`src/rtl/hs4_rx_fifo_if.sv`:
```
// Receiver-side bundle: 4-phase req/ack/data from the async pipeline and the
// valid/ready word port toward the synchronous consumer.
interface hs4_rx_fifo_if #(
    parameter int DATA_W = 16,
    parameter int DEPTH  = 4
);
    logic                     hs_req;
    logic [DATA_W-1:0]        hs_data;
    logic                     hs_ack;
    logic                     m_valid;
    logic                     m_ready;
    logic [DATA_W-1:0]        m_data;
    logic [$clog2(DEPTH):0]   count;

    modport slave (
        input  hs_req, hs_data, m_ready,
        output hs_ack, m_valid, m_data, count
    );

    modport master (
        output hs_req, hs_data, m_ready,
        input  hs_ack, m_valid, m_data, count
    );
endinterface

```
`src/rtl/hs4_rx_fifo.sv`:
```
// Async-to-sync receiver: synchronizes the 4-phase request, captures one word
// per handshake into a first-word-fall-through FIFO and acks upstream.
module hs4_rx_fifo #(
    parameter int DATA_W      = 16,
    parameter int DEPTH       = 4,
    parameter int SYNC_STAGES = 2
) (
    input  logic            clk,
    input  logic            rst_n,
    hs4_rx_fifo_if.slave    bus
);
    localparam int PTR_W = $clog2(DEPTH);
    localparam int CNT_W = PTR_W + 1;

    localparam logic [0:0] IDLE     = 1'b0;
    localparam logic [0:0] WAIT_LOW = 1'b1;

    localparam logic [CNT_W-1:0] FULL = CNT_W'(DEPTH);

    logic [SYNC_STAGES-1:0] sync_q;
    logic                   req_s;
    logic [0:0]             state;
    logic [PTR_W-1:0]       wr_ptr;
    logic [PTR_W-1:0]       rd_ptr;
    logic [CNT_W-1:0]       count_q;
    logic [DATA_W-1:0]      mem [DEPTH];
    logic                   push;
    logic                   pop;

    // Only this chain ever samples the raw asynchronous request.
    always_ff @(posedge clk or negedge rst_n) begin
        if (!rst_n) begin
            sync_q <= '0;
        end else begin
            sync_q <= {sync_q[SYNC_STAGES-2:0], bus.hs_req};
        end
    end

    assign req_s = sync_q[SYNC_STAGES-1];

    // Full test uses the registered count, so a same-cycle pop cannot make room.
    assign push = (state == IDLE) && req_s && (count_q != FULL);
    assign pop  = (count_q != '0) && bus.m_ready;

    always_ff @(posedge clk or negedge rst_n) begin
        if (!rst_n) begin
            state <= IDLE;
        end else begin
            case (state)
                IDLE:     if (push)   state <= WAIT_LOW;
                WAIT_LOW: if (!req_s) state <= IDLE;
                default:              state <= IDLE;
            endcase
        end
    end

    always_ff @(posedge clk or negedge rst_n) begin
        if (!rst_n) begin
            for (int i = 0; i < DEPTH; i++) begin
                mem[i] <= '0;
            end
        end else if (push) begin
            mem[wr_ptr] <= bus.hs_data;
        end
    end

    always_ff @(posedge clk or negedge rst_n) begin
        if (!rst_n) begin
            wr_ptr  <= '0;
            rd_ptr  <= '0;
            count_q <= '0;
        end else begin
            if (push) wr_ptr <= wr_ptr + PTR_W'(1);
            if (pop)  rd_ptr <= rd_ptr + PTR_W'(1);
            case ({push, pop})
                2'b10:   count_q <= count_q + CNT_W'(1);
                2'b01:   count_q <= count_q - CNT_W'(1);
                default: count_q <= count_q;
            endcase
        end
    end

    // The ack is the WAIT_LOW state flop itself, so it is glitch-free upstream.
    assign bus.hs_ack  = state[0];
    assign bus.m_valid = (count_q != '0);
    assign bus.m_data  = mem[rd_ptr];
    assign bus.count   = count_q;
endmodule

```
`src/flat_wrapper.sv`:
```
// flat-port wrapper written by rule: the top's interface ports become plain ports
module hs4_rx_fifo_flat 
#(
    parameter int DATA_W      = 16,
    parameter int DEPTH       = 4,
    parameter int SYNC_STAGES = 2
)
  (clk, rst_n, bus_hs_req, bus_hs_data, bus_m_ready, bus_hs_ack, bus_m_valid, bus_m_data, bus_count);
  hs4_rx_fifo_if #(.DATA_W(DATA_W), .DEPTH(DEPTH)) bus_i ();
  input  logic clk;
  input  logic rst_n;
  input wire logic [$bits(bus_i.hs_req)-1:0] bus_hs_req;
  input wire logic [$bits(bus_i.hs_data)-1:0] bus_hs_data;
  input wire logic [$bits(bus_i.m_ready)-1:0] bus_m_ready;
  output wire logic [$bits(bus_i.hs_ack)-1:0] bus_hs_ack;
  output wire logic [$bits(bus_i.m_valid)-1:0] bus_m_valid;
  output wire logic [$bits(bus_i.m_data)-1:0] bus_m_data;
  output wire logic [$bits(bus_i.count)-1:0] bus_count;
  assign bus_i.hs_req = bus_hs_req;
  assign bus_i.hs_data = bus_hs_data;
  assign bus_i.m_ready = bus_m_ready;
  assign bus_hs_ack = bus_i.hs_ack;
  assign bus_m_valid = bus_i.m_valid;
  assign bus_m_data = bus_i.m_data;
  assign bus_count = bus_i.count;
  hs4_rx_fifo #(.DATA_W(DATA_W), .DEPTH(DEPTH), .SYNC_STAGES(SYNC_STAGES)) u_core (.clk(clk), .rst_n(rst_n), .bus(bus_i));
endmodule
```
`config.mk`:
```
export PLATFORM = sky130hd
export DESIGN_NAME = hs4_rx_fifo_flat
export DESIGN_NICKNAME = d
export VERILOG_FILES = /design/src/rtl/hs4_rx_fifo_if.sv /design/src/rtl/hs4_rx_fifo.sv /design/src/flat_wrapper.sv
export SDC_FILE = /design/constraint.sdc
export NUM_CORES = 1
export LEC_CHECK = 0
export CAP_MARGIN = 20
export CORE_MARGIN = 5
export CORE_UTILIZATION = 45
export DETAILED_ROUTE_END_ITERATION = 10
export GPL_ROUTABILITY_DRIVEN = 0
export PLACE_DENSITY_LB_ADDON = 0.08
export SLEW_MARGIN = 10
export SYNTH_ARGS = -nofsm -noshare
export SYNTH_HDL_FRONTEND = slang
export SYNTH_SLANG_ARGS = --single-unit
```
`constraint.sdc`:
```
create_clock -name clk -period 2.05 [get_ports clk]
set_input_delay 0.41 -clock clk [delete_from_list [all_inputs] [get_ports clk]]
set_output_delay 0.41 -clock clk [all_outputs]
set_load 0.005 [all_outputs]
```
==> flow_metrics.env <==
export IMPL_outcome="completed"
export IMPL_antenna_left=0
export IMPL_clock_tree_from_tritoncts="yes"
export IMPL_ys_async_sr_fraction=1.00
export IMPL_ioPinCount=41
export IMPL_number_of_unique_standard_cell_types_used_by_synthesis=24
export IMPL_largest_family_of_logic_cells_by_synthesized_area="multiplexers"
export IMPL_floorplan_die_area_mm2=0.00965
export IMPL_critPathArrivalTime_ns=1.63
export IMPL_initialDrtViolationCount=70
export IMPL_stdcell_count=371
export IMPL_period_share=0.994
export IMPL_dpl_hpwl_mm=4.83
export IMPL_sum_of_negative_setup_slack_ns=0
export IMPL_route_detailed_drc=0
export IMPL_core_area_mm2=0.00765
export IMPL_fill_cells=609
export IMPL_cts_root_to_sink_buffers=2
export IMPL_grt_first_pass_wirelength_mm=12.0
export IMPL_synth_area_per_cell_um2=17.7
export IMPL_placement_io_buffers=40
export IMPL_drive_gt1_frac=0.558
export IMPL_synth_edf_count=0
export IMPL_highest_attainable_clock_frequency_mhz=491
export IMPL_initial_utilization=0.458
export IMPL_grt_start_max_net_pins=44
export IMPL_cell_chosen_for_the_clock_root="sky130_fd_sc_hd__clkbuf_8"
export IMPL_synth_seq_cells=74
export IMPL_synth_largest_area_cell="sky130_fd_sc_hd__dfrtp_1"
export IMPL_worst_r2r_path_depth=6
export IMPL_clock_skew_ns=0.00455
export IMPL_final_max_slew_viol_count=0
export IMPL_critical_path_startpoint_type="flop"
export IMPL_drt_pre_antenna_iters=4
export IMPL_first_global_vias=2294
export IMPL_cts_num_sinks=74
export IMPL_yosys_area_share_xor_xnor=0.0150
export IMPL_netlist_instances=198
export IMPL_hold_path_class="in2async"
export IMPL_timing_setup_critical_path_class="reg2out"
export IMPL_max_slew_margin=0.630
export IMPL_cts_made_buffers=9
export IMPL_syn_area_mm2=0.00350
export IMPL_die_y_um=98.2
export IMPL_fraction_of_the_mapped_netlist_area_in_compound_gates=0.00500
export IMPL_reg2reg_from="u_core.bus.count[2]$_DFFE_PN0P_"
export IMPL_fin_util=0.572
export IMPL_rows=32
export IMPL_synthMuxAreaShare=0.358
export IMPL_drv_max_cap_violation_count=0
export IMPL_final_hold_worst_slack_ns=0.0542
export IMPL_post_synthesis_net_count=224
export IMPL_worst_setup_hold_path_clk_slew_ns=0.08
export IMPL_crit_path_end_kind="output port"
export IMPL_detail_route_wirelength_mm=7.19
export IMPL_synth_flop_cell="sky130_fd_sc_hd__dfrtp_1"
export IMPL_die_width_um=98.2
export IMPL_grt_overflow_total=0
export IMPL_multiInputGateArea_mm2=0.00156
export IMPL_numPlacedInstances=348
export IMPL_peak_supply_drop_v=0.000560
export IMPL_worst_slew_pin_slew_ns=0.555
export IMPL_power_static_leakage_nw=1.94
export IMPL_antenna_violations_before_repair=0
export IMPL_finalSetupViolations=0
export IMPL_drt_wirelength_per_cell_um=19.4
export IMPL_min_period_ns=2.04
export IMPL_seq_area_frac_synth=0.529
export IMPL_layout_nets=290
export IMPL_layout_area_overhead_vs_synth_pct=24.8
export IMPL_regArea_mm2=0.00185
export IMPL_synthTopCellsByArea="sky130_fd_sc_hd__dfrtp_1, sky130_fd_sc_hd__mux2_4, sky130_fd_sc_hd__mux4_2"
export IMPL_crit_required_ns=1.64
export IMPL_post_synth_fa_ha_maj_area_fraction=0.0236
export IMPL_path_max_fanout=5
export IMPL_diodes=0
export IMPL_drt_vias_per_instance=5.09
export IMPL_htreeDepth=3
export IMPL_crit_reg2reg_capture="u_core.mem[49]$_DFFE_PN0P_"
export IMPL_clkLatencyLatePin_ns=0.34
export IMPL_synthDominantCellAreaShare=0.529
export IMPL_hold_viol_final=0
export IMPL_cts_hold_fix_buffers=0
export IMPL_detailroute_via_count=1889
export IMPL_synth_simple_area_share=0.0250
export IMPL_timing_reg2reg_setup_slack_ns=0.10
export IMPL_power_density_cell_area_mw_per_mm2=1620
export IMPL_grt_util_all_layers=0.161
export IMPL_grt_setup_unrepaired="yes"
export IMPL_synth_warn=0
synthesized netlist by cell type (3+ instances only):
library cell	n
sky130_fd_sc_hd__mux2_2	25
sky130_fd_sc_hd__ha_1	5
sky130_fd_sc_hd__dfrtp_1	74
sky130_fd_sc_hd__buf_12	4
sky130_fd_sc_hd__buf_4	3
sky130_fd_sc_hd__nor4bb_1	3
sky130_fd_sc_hd__xor2_1	3
sky130_fd_sc_hd__xnor2_1	3
sky130_fd_sc_hd__buf_2	3
sky130_fd_sc_hd__mux4_2	16
sky130_fd_sc_hd__inv_1	7
sky130_fd_sc_hd__mux2_4	40
final cells by class:
class                      instances  share of cell area
timing repair buffer              67               0.132
clock inverter                     6              0.0240
inverter                           7             0.00601
tap                              102              0.0292
multi-input combinational        105               0.356
sequential                        74               0.424
clock buffer                      10              0.0292
per-layer routing:
metal	part of all wire	routed length, um	vias up	global-route usage
li1	-	-	845	-
met1	0.42	3030	995	0.200
met2	0.52	3750	36	0.274
met3	0.039	278	13	0.0450
met4	0.017	124	0	0.0494
met5	0	0	-	0
cells in the final DEF, fill, tap and decap left out, types with 6 or more instances in the layout:
| cell type | netlist | routed |
|---|---|---|
| sky130_fd_sc_hd__clkdlybuf4s50_1 | 0 | 22 |
| sky130_fd_sc_hd__clkbuf_8 | 0 | 9 |
| sky130_fd_sc_hd__inv_1 | 7 | 7 |
| sky130_fd_sc_hd__mux4_2 | 16 | 16 |
| sky130_fd_sc_hd__buf_6 | 1 | 6 |
| sky130_fd_sc_hd__mux2_2 | 25 | 25 |
| sky130_fd_sc_hd__buf_2 | 3 | 10 |
| sky130_fd_sc_hd__dfrtp_1 | 74 | 72 |
| sky130_fd_sc_hd__mux2_4 | 40 | 40 |
| sky130_fd_sc_hd__buf_4 | 3 | 20 |
worst max path at each step:
| stage | endpoint | cells after the start | slack (ns) | from |
|---|---|---|---|---|
| detailed placement | u_core.bus.count[2]$_DFFE_PN0P_ | 8 | -0.08 | bus_m_ready |
| CTS | bus_m_data[13] | 3 | -0.04 | u_core.rd_ptr[0]$_DFFE_PN0P_ |
| global route | bus_m_data[9] | 4 | -0.05 | u_core.rd_ptr[0]$_DFFE_PN0P_ |
| finish | bus_m_data[9] | 4 | 0.01 | u_core.rd_ptr[0]$_DFFE_PN0P_ |
| floorplan | u_core.bus.count[2]$_DFFE_PN0P_ | 9 | 0.11 | u_core.bus.count[0]$_DFFE_PN0P_ |
| global placement | u_core.bus.count[2]$_DFFE_PN0P_ | 8 | 0.008 | bus_m_ready |
state kept, by name (all words and copies together), names as in the netlist:
signal	count
u_core.bus.count	3
u_core.wr_ptr	2
u_core.rd_ptr	2
u_core.mem	64
u_core.sync_q	2
u_core.bus.hs_ack	1
metrics by stage:
| stage | power, W | cell area (um^2) | setup WS [ns] |
|---|---|---|---|
| 2_1_floorplan | 0.00458 | 3500 | 0.113 |
| 3_3_place_gp | 0.00583 | 4140 | 0.00815 |
| 3_5_place_dp | 0.00599 | 4140 | -0.0831 |
| 4_1_cts | 0.00732 | 4420 | -0.0444 |
| 5_1_grt | 0.00754 | 4370 | -0.0532 |
| 6_report | 0.00709 | 4370 | 0.0128 |
cells by family after synthesis:
group,Yosys count
flops,74
simple gates,9
mux,82
xor+xnor,6
buf+inv,19
compound gates,2
fa+ha+maj,6
where the power goes:
| part | switching [W] | total (W) | internal [W] | leakage, nW |
|---|---|---|---|---|
| sequential | 0.000426 | 0.00261 | 0.00219 | 0.884 |
| clock | 0.000522 | 0.00133 | 0.000803 | 0.120 |
| combinational | 0.00108 | 0.00316 | 0.00207 | 0.934 |
worst max-delay path: stages (launching register included):
cell	delay, ns
sky130_fd_sc_hd__dfrtp_2	0.42
sky130_fd_sc_hd__buf_6	0.15
sky130_fd_sc_hd__buf_6	0.10
sky130_fd_sc_hd__mux4_2	0.47
sky130_fd_sc_hd__buf_2	0.14
what timing repair did:
| action | 4_1_cts | 5_1_grt |
|---|---|---|
| gates cloned | 1 | 0 |
| buffers inserted | 8 | 1 |
| resized for setup | 56 | 12 |
| pin swaps | 0 | 4 |
| endpoints found under the setup margin | 17 | 17 |
(Power assumes the default switching activity.)
